==> config.mk <==
export PLATFORM = sky130hd
export DESIGN_NAME = ssp_apb_if
export DESIGN_NICKNAME = d
export VERILOG_FILES = /design/src/rtl/ssp_apb_if.sv
export SDC_FILE = /design/constraint.sdc
export NUM_CORES = 1
export LEC_CHECK = 0
export CAP_MARGIN = 20
export CORE_UTILIZATION = 45
export DETAILED_ROUTE_END_ITERATION = 10
export PLACE_DENSITY = 0.6
export SLEW_MARGIN = 20
export SYNTH_ARGS = -nofsm -noshare
export SYNTH_HDL_FRONTEND = slang
export SYNTH_SLANG_ARGS = --single-unit
==> constraint.sdc <==
create_clock -name PCLK -period 7.7 [get_ports PCLK]
set_clock_uncertainty 0.2 [all_clocks]
set_input_delay 1.54 -clock PCLK [delete_from_list [all_inputs] [get_ports PCLK]]
set_output_delay 1.54 -clock PCLK [all_outputs]
set_load 0.02 [all_outputs]
==> src/rtl/ssp_apb_if.sv <==
// APB register block for a PL022-style SSP: control/prescale/interrupt/DMA
// registers, TX and RX FIFOs, PrimeCell ID words and an internal loopback
// path that moves TX entries to RX in place of a serial engine.
module ssp_apb_if #(
  parameter int unsigned FIFO_DEPTH = 8,
  parameter int unsigned RT_TIMEOUT = 32
) (
  input  logic        PCLK,
  input  logic        PRESET,
  input  logic        PSEL,
  input  logic        PENABLE,
  input  logic        PWRITE,
  input  logic [9:0]  PADDR,
  input  logic [15:0] PWDATA,
  output logic [15:0] PRDATA,
  output logic        SSPRXINTR,
  output logic        SSPTXINTR,
  output logic        SSPRORINTR,
  output logic        SSPRTINTR,
  output logic        SSPINTR
);

  localparam int unsigned AW = $clog2(FIFO_DEPTH);
  localparam int unsigned CW = AW + 1;
  localparam int unsigned TW = $clog2(RT_TIMEOUT + 1);

  logic [15:0]   cr0;
  logic [3:0]    cr1;
  logic [7:0]    cpsr;
  logic [3:0]    imsc;
  logic [1:0]    dmacr;
  logic          ris_ror;
  logic          ris_rt;

  logic [15:0]   tx_mem [FIFO_DEPTH];
  logic [15:0]   rx_mem [FIFO_DEPTH];
  logic [AW-1:0] tx_wp, tx_rp, rx_wp, rx_rp;
  logic [CW-1:0] tx_cnt, rx_cnt;
  logic [TW-1:0] rt_cnt;

  logic          wr_en, rd_en;
  logic          tx_empty, tx_full, rx_empty, rx_full;
  logic          tx_push, tx_pop, rx_push, rx_pop;
  logic          xfer, overrun, rx_idle, rt_hit;
  logic          icr_ror, icr_rt;
  logic [15:0]   dss_mask;
  logic [4:0]    sr;
  logic [3:0]    ris, mis;

  assign wr_en    = PSEL & PENABLE & PWRITE;
  assign rd_en    = PSEL & PENABLE & ~PWRITE;

  assign tx_empty = (tx_cnt == '0);
  assign tx_full  = (tx_cnt == CW'(FIFO_DEPTH));
  assign rx_empty = (rx_cnt == '0);
  assign rx_full  = (rx_cnt == CW'(FIFO_DEPTH));

  // Loopback: a TX entry leaves every cycle while enabled; it lands in RX
  // unless RX is full, in which case it is discarded and flagged as overrun.
  assign xfer     = cr1[1] & cr1[0] & ~tx_empty;
  assign tx_pop   = xfer;
  assign rx_push  = xfer & ~rx_full;
  assign overrun  = xfer & rx_full;
  assign tx_push  = wr_en & (PADDR == 10'h002) & ~tx_full;
  assign rx_pop   = rd_en & (PADDR == 10'h002) & ~rx_empty;

  assign icr_ror  = wr_en & (PADDR == 10'h008) & PWDATA[0];
  assign icr_rt   = wr_en & (PADDR == 10'h008) & PWDATA[1];

  assign rx_idle  = ~rx_empty & ~rx_push & ~rx_pop;
  assign rt_hit   = rx_idle & (rt_cnt == TW'(RT_TIMEOUT - 1));

  assign sr  = {cr1[1] & ~tx_empty, rx_full, ~rx_empty, ~tx_full, tx_empty};
  assign ris = {(tx_cnt <= CW'(FIFO_DEPTH / 2)), (rx_cnt >= CW'(FIFO_DEPTH / 2)),
                ris_rt, ris_ror};
  assign mis = ris & imsc;

  assign SSPRORINTR = mis[0];
  assign SSPRTINTR  = mis[1];
  assign SSPRXINTR  = mis[2];
  assign SSPTXINTR  = mis[3];
  assign SSPINTR    = |mis;

  // Data-size mask: keep the low DSS+1 bits of a pushed word.
  always_comb begin
    dss_mask = '0;
    for (int unsigned i = 0; i < 16; i++) begin
      dss_mask[i] = (i <= 32'(cr0[3:0]));
    end
  end

  // Control and configuration register writes.
  always_ff @(posedge PCLK) begin
    if (PRESET) begin
      cr0   <= '0;
      cr1   <= '0;
      cpsr  <= '0;
      imsc  <= '0;
      dmacr <= '0;
    end else if (wr_en) begin
      case (PADDR)
        10'h000: cr0   <= PWDATA;
        10'h001: cr1   <= PWDATA[3:0];
        10'h004: cpsr  <= {PWDATA[7:1], 1'b0};
        10'h005: imsc  <= PWDATA[3:0];
        10'h009: dmacr <= PWDATA[1:0];
        default: ;
      endcase
    end
  end

  // FIFO storage; contents are don't-care while the matching count is zero.
  always_ff @(posedge PCLK) begin
    if (tx_push) tx_mem[tx_wp] <= PWDATA & dss_mask;
    if (rx_push) rx_mem[rx_wp] <= tx_mem[tx_rp];
  end

  // FIFO pointers and occupancy; a simultaneous push and pop leaves the count unchanged.
  always_ff @(posedge PCLK) begin
    if (PRESET) begin
      tx_wp  <= '0;
      tx_rp  <= '0;
      tx_cnt <= '0;
      rx_wp  <= '0;
      rx_rp  <= '0;
      rx_cnt <= '0;
    end else begin
      if (tx_push) tx_wp <= tx_wp + 1'b1;
      if (tx_pop)  tx_rp <= tx_rp + 1'b1;
      if (rx_push) rx_wp <= rx_wp + 1'b1;
      if (rx_pop)  rx_rp <= rx_rp + 1'b1;
      case ({tx_push, tx_pop})
        2'b10:   tx_cnt <= tx_cnt + 1'b1;
        2'b01:   tx_cnt <= tx_cnt - 1'b1;
        default: ;
      endcase
      case ({rx_push, rx_pop})
        2'b10:   rx_cnt <= rx_cnt + 1'b1;
        2'b01:   rx_cnt <= rx_cnt - 1'b1;
        default: ;
      endcase
    end
  end

  // Raw interrupt flags and RX idle timer. RT fires on the step into the
  // timeout value, so clearing it via ICR while still idle does not re-fire.
  always_ff @(posedge PCLK) begin
    if (PRESET) begin
      rt_cnt  <= '0;
      ris_rt  <= 1'b0;
      ris_ror <= 1'b0;
    end else begin
      if (!rx_idle)                          rt_cnt <= '0;
      else if (rt_cnt != TW'(RT_TIMEOUT))    rt_cnt <= rt_cnt + 1'b1;

      if (rt_hit)                            ris_rt <= 1'b1;
      else if (rx_empty || icr_rt)           ris_rt <= 1'b0;

      if (overrun)                           ris_ror <= 1'b1;
      else if (icr_ror)                      ris_ror <= 1'b0;
    end
  end

  // Combinational read mux; driven only during a read selection.
  always_comb begin
    PRDATA = '0;
    if (PSEL && !PWRITE) begin
      case (PADDR)
        10'h000: PRDATA = cr0;
        10'h001: PRDATA = {12'h000, cr1};
        10'h002: PRDATA = rx_empty ? 16'h0000 : rx_mem[rx_rp];
        10'h003: PRDATA = {11'h000, sr};
        10'h004: PRDATA = {8'h00, cpsr};
        10'h005: PRDATA = {12'h000, imsc};
        10'h006: PRDATA = {12'h000, ris};
        10'h007: PRDATA = {12'h000, mis};
        10'h009: PRDATA = {14'h0000, dmacr};
        10'h3F8: PRDATA = 16'h0022;
        10'h3F9: PRDATA = 16'h0010;
        10'h3FA: PRDATA = 16'h0034;
        10'h3FB: PRDATA = 16'h0000;
        10'h3FC: PRDATA = 16'h000D;
        10'h3FD: PRDATA = 16'h00F0;
        10'h3FE: PRDATA = 16'h0005;
        10'h3FF: PRDATA = 16'h00B1;
        default: PRDATA = '0;
      endcase
    end
  end

endmodule

; Word-level counts from Yosys, hierarchy flattened
; Memories as Yosys holds them, arrays and structs flattened. A register that Yosys moved wholly into a read port is not among the register bits.
; Index checks and enable logic that the tools add are counted.
[word_totals]
ff_bits = 61
latch_bits = 0
ramBits = 256
romBits = 0
input_bits = 31
out_inout_bits = 21
mem_count = 2
[classes]
n_addsub = 9
multipliers = 0
div_mod_pow = 0
n_lt_le_gt_ge = 17
n_eq_ne = 24
shift = 0
n_mux = 17
bitwise_logic = 28
n_reduce_logical = 17
[memory_table]
columns = name, words, width, read_ports, rd_clocked_by_memory_dff, wr, line_no
row1 = rx_mem, 8, 16, 1, 1, 1, 36  ; logic [15:0] rx_mem [FIFO_DEPTH];
row2 = tx_mem, 8, 16, 1, 1, 1, 35  ; logic [15:0] tx_mem [FIFO_DEPTH];
[ops]
columns = cell, n
row1 = 16-bit case mux with 16 select lines, 1
row2 = 10-bit == test (second input constant), 7
row3 = 10-bit by 3-bit == test with 1-bit output (second input constant), 4
row4 = 4-bit <= comparator (first input constant), 8
row5 = 16-bit 2-to-1 mux, 2
row6 = 10-bit by 2-bit == test with 1-bit output (second input constant), 2
row7 = 10-bit by 4-bit == test with 1-bit output (second input constant), 2
row8 = 1-bit AND, 18
row9 = 16-bit AND, 1
row10 = 3-bit by 4-bit <= comparator with 1-bit output (first input constant), 4
row11 = 4-bit case mux with 2 select lines, 2
row12 = 3-bit by 1-bit adder with 3-bit output (second input constant), 4
row13 = 3-bit 2-to-1 mux, 4
row14 = 10-bit by 1-bit == test with 1-bit output (second input constant), 1
row15 = 10-bit zero test, 1
row16 = 2-bit AND reduction, 5
row17 = 4-bit by 1-bit adder with 4-bit output (second input constant), 2
row18 = 4-bit == test (second input constant), 2
row19 = 2-bit by 4-bit <= comparator with 1-bit output (first input constant), 2
row20 = 4-bit zero test, 2
row21 = 1-bit 2-to-1 mux, 8
row22 = 1-bit inverter, 8
row23 = 2-bit nonzero test, 4
row24 = 4-bit by 1-bit subtractor with 4-bit output (second input constant), 2
row25 = other kinds (14), 16

; Depth between registers and ports, before layout
; Gate-level depths: netlist of the first run.
[logic_depth]
ltp_word = 9
depth_mapped = 12
mapped_depth_nobuf = 11

; Least setup slack after synthesis of the first run
; No wires, ideal clock.
[synth_timing]
path_type = input -> register
start = in PADDR[5]
end = mem tx_mem[4][0], enable pin
setup_time_ns = 0.436
t_arrival_ns = 4.506
t_required_ns = 7.064
setup_slack_ns = 2.557
stages = 5
cell_sequence = or4_1 > buf_4 > nor2_1 > nand3_1 > nor4b_1
[synth_via]
elab_chain_cells = 5
[synth_rtl]
columns = item, line_no
row1 = start: declaration, 13  ; input logic [9:0] PADDR,
row2 = 10-bit by 2-bit == test with 1-bit output, 64  ; assign tx_push = wr_en & (PADDR == 10'h002) & ~tx_full;
row3 = 1-bit AND (2 in series), 64
row4 = 1-bit 2-to-1 mux, 114  ; if (tx_push) tx_mem[tx_wp] <= PWDATA & dss_mask;
row5 = 1-bit 2-to-1 mux (implied by the code), 114
row6 = end: declaration, 35
; Every way passes these cells.

; Final worst setup path of the first run
[layout_timing]
start = in PADDR[2]
end = out PRDATA[15]
[layout_via]
elab_chain_cells = 3
elab_cells_between_ends = 18
[layout_rtl]
columns = item, line_no
row1 = "10-bit == test, or another cell as far along", 168  ; case (PADDR)
row2 = 16-bit case mux with 16 select lines (*), 168
row3 = 16-bit 2-to-1 mux (*), 167  ; if (PSEL && !PWRITE) begin
row4 = end: declaration, 15  ; output logic [15:0] PRDATA,
; Every way passes the cells marked *; elsewhere a longest branch is shown, timed or not.

==> results of run 1 <==
[layout make-up]
class                   instances  area share [%]
multi-input cells             480            26.7
repair buffers                 80            4.68
flip-flops and latches        323            58.5
well taps                     384            3.11
clock inverters                19           0.883
clock buffers                  43            5.89
inverters                      10           0.243
[power by group through the flow]
stage / combinational [mW] / clock [mW] / sequential, mW
global route: 0.0481 / 1.63 / 1.86
finish: 0.0458 / 1.53 / 1.86
global placement: 0.0450 / 0 / 1.89
CTS: 0.0456 / 1.57 / 1.86
detailed placement: 0.0452 / 0 / 1.89
floorplan: 0.0164 / 0 / 1.89
[cell usage in the layout, fill, tap and decap left out, types with 4 or more instances in the layout]
master / count
a21oi_1: 40
a2bb2oi_1: 8
a31oi_1: 7
and2_1: 5
buf_4: 29
clkbuf_1: 7
clkbuf_16: 35
clkdlybuf4s50_1: 50
clkinv_1: 11
clkinv_2: 4
dfxtp_1: 65
edfxtp_1: 256
ha_1: 12
inv_1: 9
mux2_2: 24
mux2i_1: 20
mux4_2: 64
nand2_1: 78
nand2b_1: 7
nand3_1: 24
nand4_1: 7
nor2_1: 67
nor2b_1: 6
nor3_1: 5
nor3_2: 6
o21ai_0: 13
or3_1: 4
or4_1: 4
xnor2_1: 7
xor2_1: 14
[cells by family (layout without fill, tap and decap cells)]
family / Yosys count / in the layout / share of synthesized area, %
fa+ha+maj: 12 / 12 / 1.13
buf+inv: 56 / 152 / 1.72
flops: 323 / 323 / 67.8
compound gates: 98 / 98 / 4.71
mux: 108 / 108 / 14.4
xor+xnor: 21 / 21 / 1.38
simple gates: 241 / 241 / 8.90
[worst paths after layout]
path / end / start / cells after the start / slack (ps)
max: PRDATA[15] / PADDR[2] / 7 / 980
min: cpsr[5]$_SDFFE_PP0P_ / cpsr[5]$_SDFFE_PP0P_ / 2 / 250
max reg2reg: rx_cnt[2]$_SDFFE_PP0P_ / rx_cnt[0]$_SDFFE_PP0P_ / 12 / 4520
min reg2reg: cpsr[5]$_SDFFE_PP0P_ / cpsr[5]$_SDFFE_PP0P_ / 2 / 250
[state kept, by name (all words and copies together) (netlist names), named ones only]
register  flops
rx_cnt        4
cr1           4
ris_rt        1
cpsr          7
tx_wp         3
tx_cnt        4
rx_rp         3
cr0          16
rt_cnt        6
rx_wp         3
rx_mem      128
ris_ror       1
tx_mem      128
tx_rp         3
imsc          4
dmacr         2
[worst min-delay path, stage by stage (launching register included)]
cell and delay (ps):
dfxtp_1 310, nand2_1 50, a21oi_1 50
[per-stage QoR]
stage / util, % / setup WS (ps)
finish: 53.4 / 976
global route: 53.4 / 865
CTS: 53.4 / 1040
detailed placement: 49.7 / 1050
global placement: 49.7 / 1080
floorplan: - / 2560
[per-layer routing]
metal / part of all wire [%] / track usage, % / up-vias
met5: 0 / 0 / -
met4: 2.4 / 6.76 / 0
met3: 4.2 / 2.49 / 55
met2: 48 / 32.2 / 179
met1: 45 / 27.5 / 3872
li1: - / - / 3473
==> results_dict.tcl, run 1 <==
set metrics [dict create \
    outcome "complete, no violations" \
    ys_types 64 \
    fmax_ghz 0.149 \
    die_width_um 174 \
    slowest_delay_ps 690 \
    core_area_um2 28900 \
    synth_area_um2 13300 \
    relSlewSlack_pct 33.2 \
    grt_pass1_vias 7559 \
    clock_latency_ps 510 \
    async_reset_ff_share_pct 0 \
    cts_resized 0 \
    crit_path_max_fanout 12 \
    finalSetupViolCount 0 \
    power.density_nw_per_um2 222 \
    h-tree-depth 2 \
    numCtsBuffers 35 \
    dieHeight_um 174 \
    cp_num_buf_inv 2 \
    nets 973 \
    num_rows 62 \
    avgSynthCellArea_um2 15.5 \
    antenna_found_initial 0 \
    clockBufferDepth 3 \
    synthTopCellsByArea "edfxtp_1 58%, mux4_2 11%, dfxtp_1 10%, nand2_1 2.2%, mux2_2 2.0%" \
    start_util_pct 46.0 \
    drc 0 \
    syn-instance-count 859 \
    crit_path_top_delay_cell "or4_1" \
    firstDrtPassIters 5 \
    syn_nets 902 \
    grt_max_degree 58 \
    dr_total_vias 7579 \
    yosys_warnings 0 \
    root_buffer "clkbuf_16" \
    fillers 2361 \
    grt_usage_pct 19.7 \
    synth_edf_count 256 \
    path_delay_family "simple AND/OR/NAND/NOR gates" \
    rsz0062_at_grt "no" \
    drive_above_1_share_pct 19.6 \
    fin_hold_ws_ps 254 \
    wl_um 29300 \
    maxCapViolCount 0 \
    diodes 0 \
    combPwrFrac_pct 1.3 \
    dp_hpwl_um 18500 \
    die-area_um2 30300 \
    synth-seq-cells 323 \
    netlist.area_leader.share_pct 57.7 \
    dpl-instance-area_um2 14400 \
    clk_pin_slew_worst_paths_ps 60 \
    dpl.cell_count 1277 \
    hp-class "flip-flop to flip-flop" \
    synthFlopType "edfxtp_1" \
    crit_path_end_kind "output pin" \
    cts_sinks 323 \
    cts_tree "done" \
    layout.area.seq_um2 9030 \
    ys_seq_area_share_pct 67.8 \
    tns_ps 0 \
    p_int_mw 2.75 \
    switching_share_pct 19.8 \
    port_buffers 51 \
    worstPathRequired_ps 5960 \
    seqPwrFrac_pct 54.1 \
    crit_type "primary input to output pin" \
    start_kind "primary input" \
    cts_hold_buf 0 \
    hold_viol 0 \
    ios 52 \
    slew_viol_final 0 \
    fin_crit_sh_pct 87.3 \
    postCtsSetupRepairBufs 0 \
    yosysMostFrequentCell "edfxtp_1" \
    area_delta_synth_final_pct 16.0 \
    antenna_left 0 \
    gp_congestion 0.875 \
    clockPowerShare_pct 44.6 \
    tightest_slew_ps 994 \
    finalCriticalPeriod_ps 6720 \
    cp.arrival_ps 4980 \
    total_power_mw 3.43 \
    synth_area_leader_cell "edfxtp_1" \
    grt_overflow 0 \
    irDropWorstVdd_v 0.000180 \
    wl_per_cell_um 21.9 \
    drt_iter0_markers 573 \
    leakage_nw 4.84 \
    multi_input_area_um2 4120 \
    fin_area_um2 15400 \
    switchingPower_mw 0.679 \
    final_cell_count_no_fill 1339 \
    cp_cell_sequence "clkdlybuf4s50_1, or4_1, nor2_1, nand2_1, a2bb2oi_1, nor2_1, clkdlybuf4s50_1" \
    synthTopCellsByCount "256 x edfxtp_1, 78 x nand2_1, 67 x dfxtp_1, 67 x nor2_1, 64 x mux4_2" \
    grt_pass1_wl_um 44800 \
    drt-vias-per-instance 5.66 \
]
Power figures use the tool's default switching activity.
==> run 2, diff against run 1 <==
--- a/config.mk
+++ b/config.mk
@@ -9,7 +9,6 @@
 export CORE_UTILIZATION = 45
 export DETAILED_ROUTE_END_ITERATION = 10
 export PLACE_DENSITY = 0.6
-export SLEW_MARGIN = 20
 export SYNTH_ARGS = -nofsm -noshare
 export SYNTH_HDL_FRONTEND = slang
 export SYNTH_SLANG_ARGS = --single-unit
==> results of run 2 <==
Final layout, timing and power as in run 1 (identical DEF).
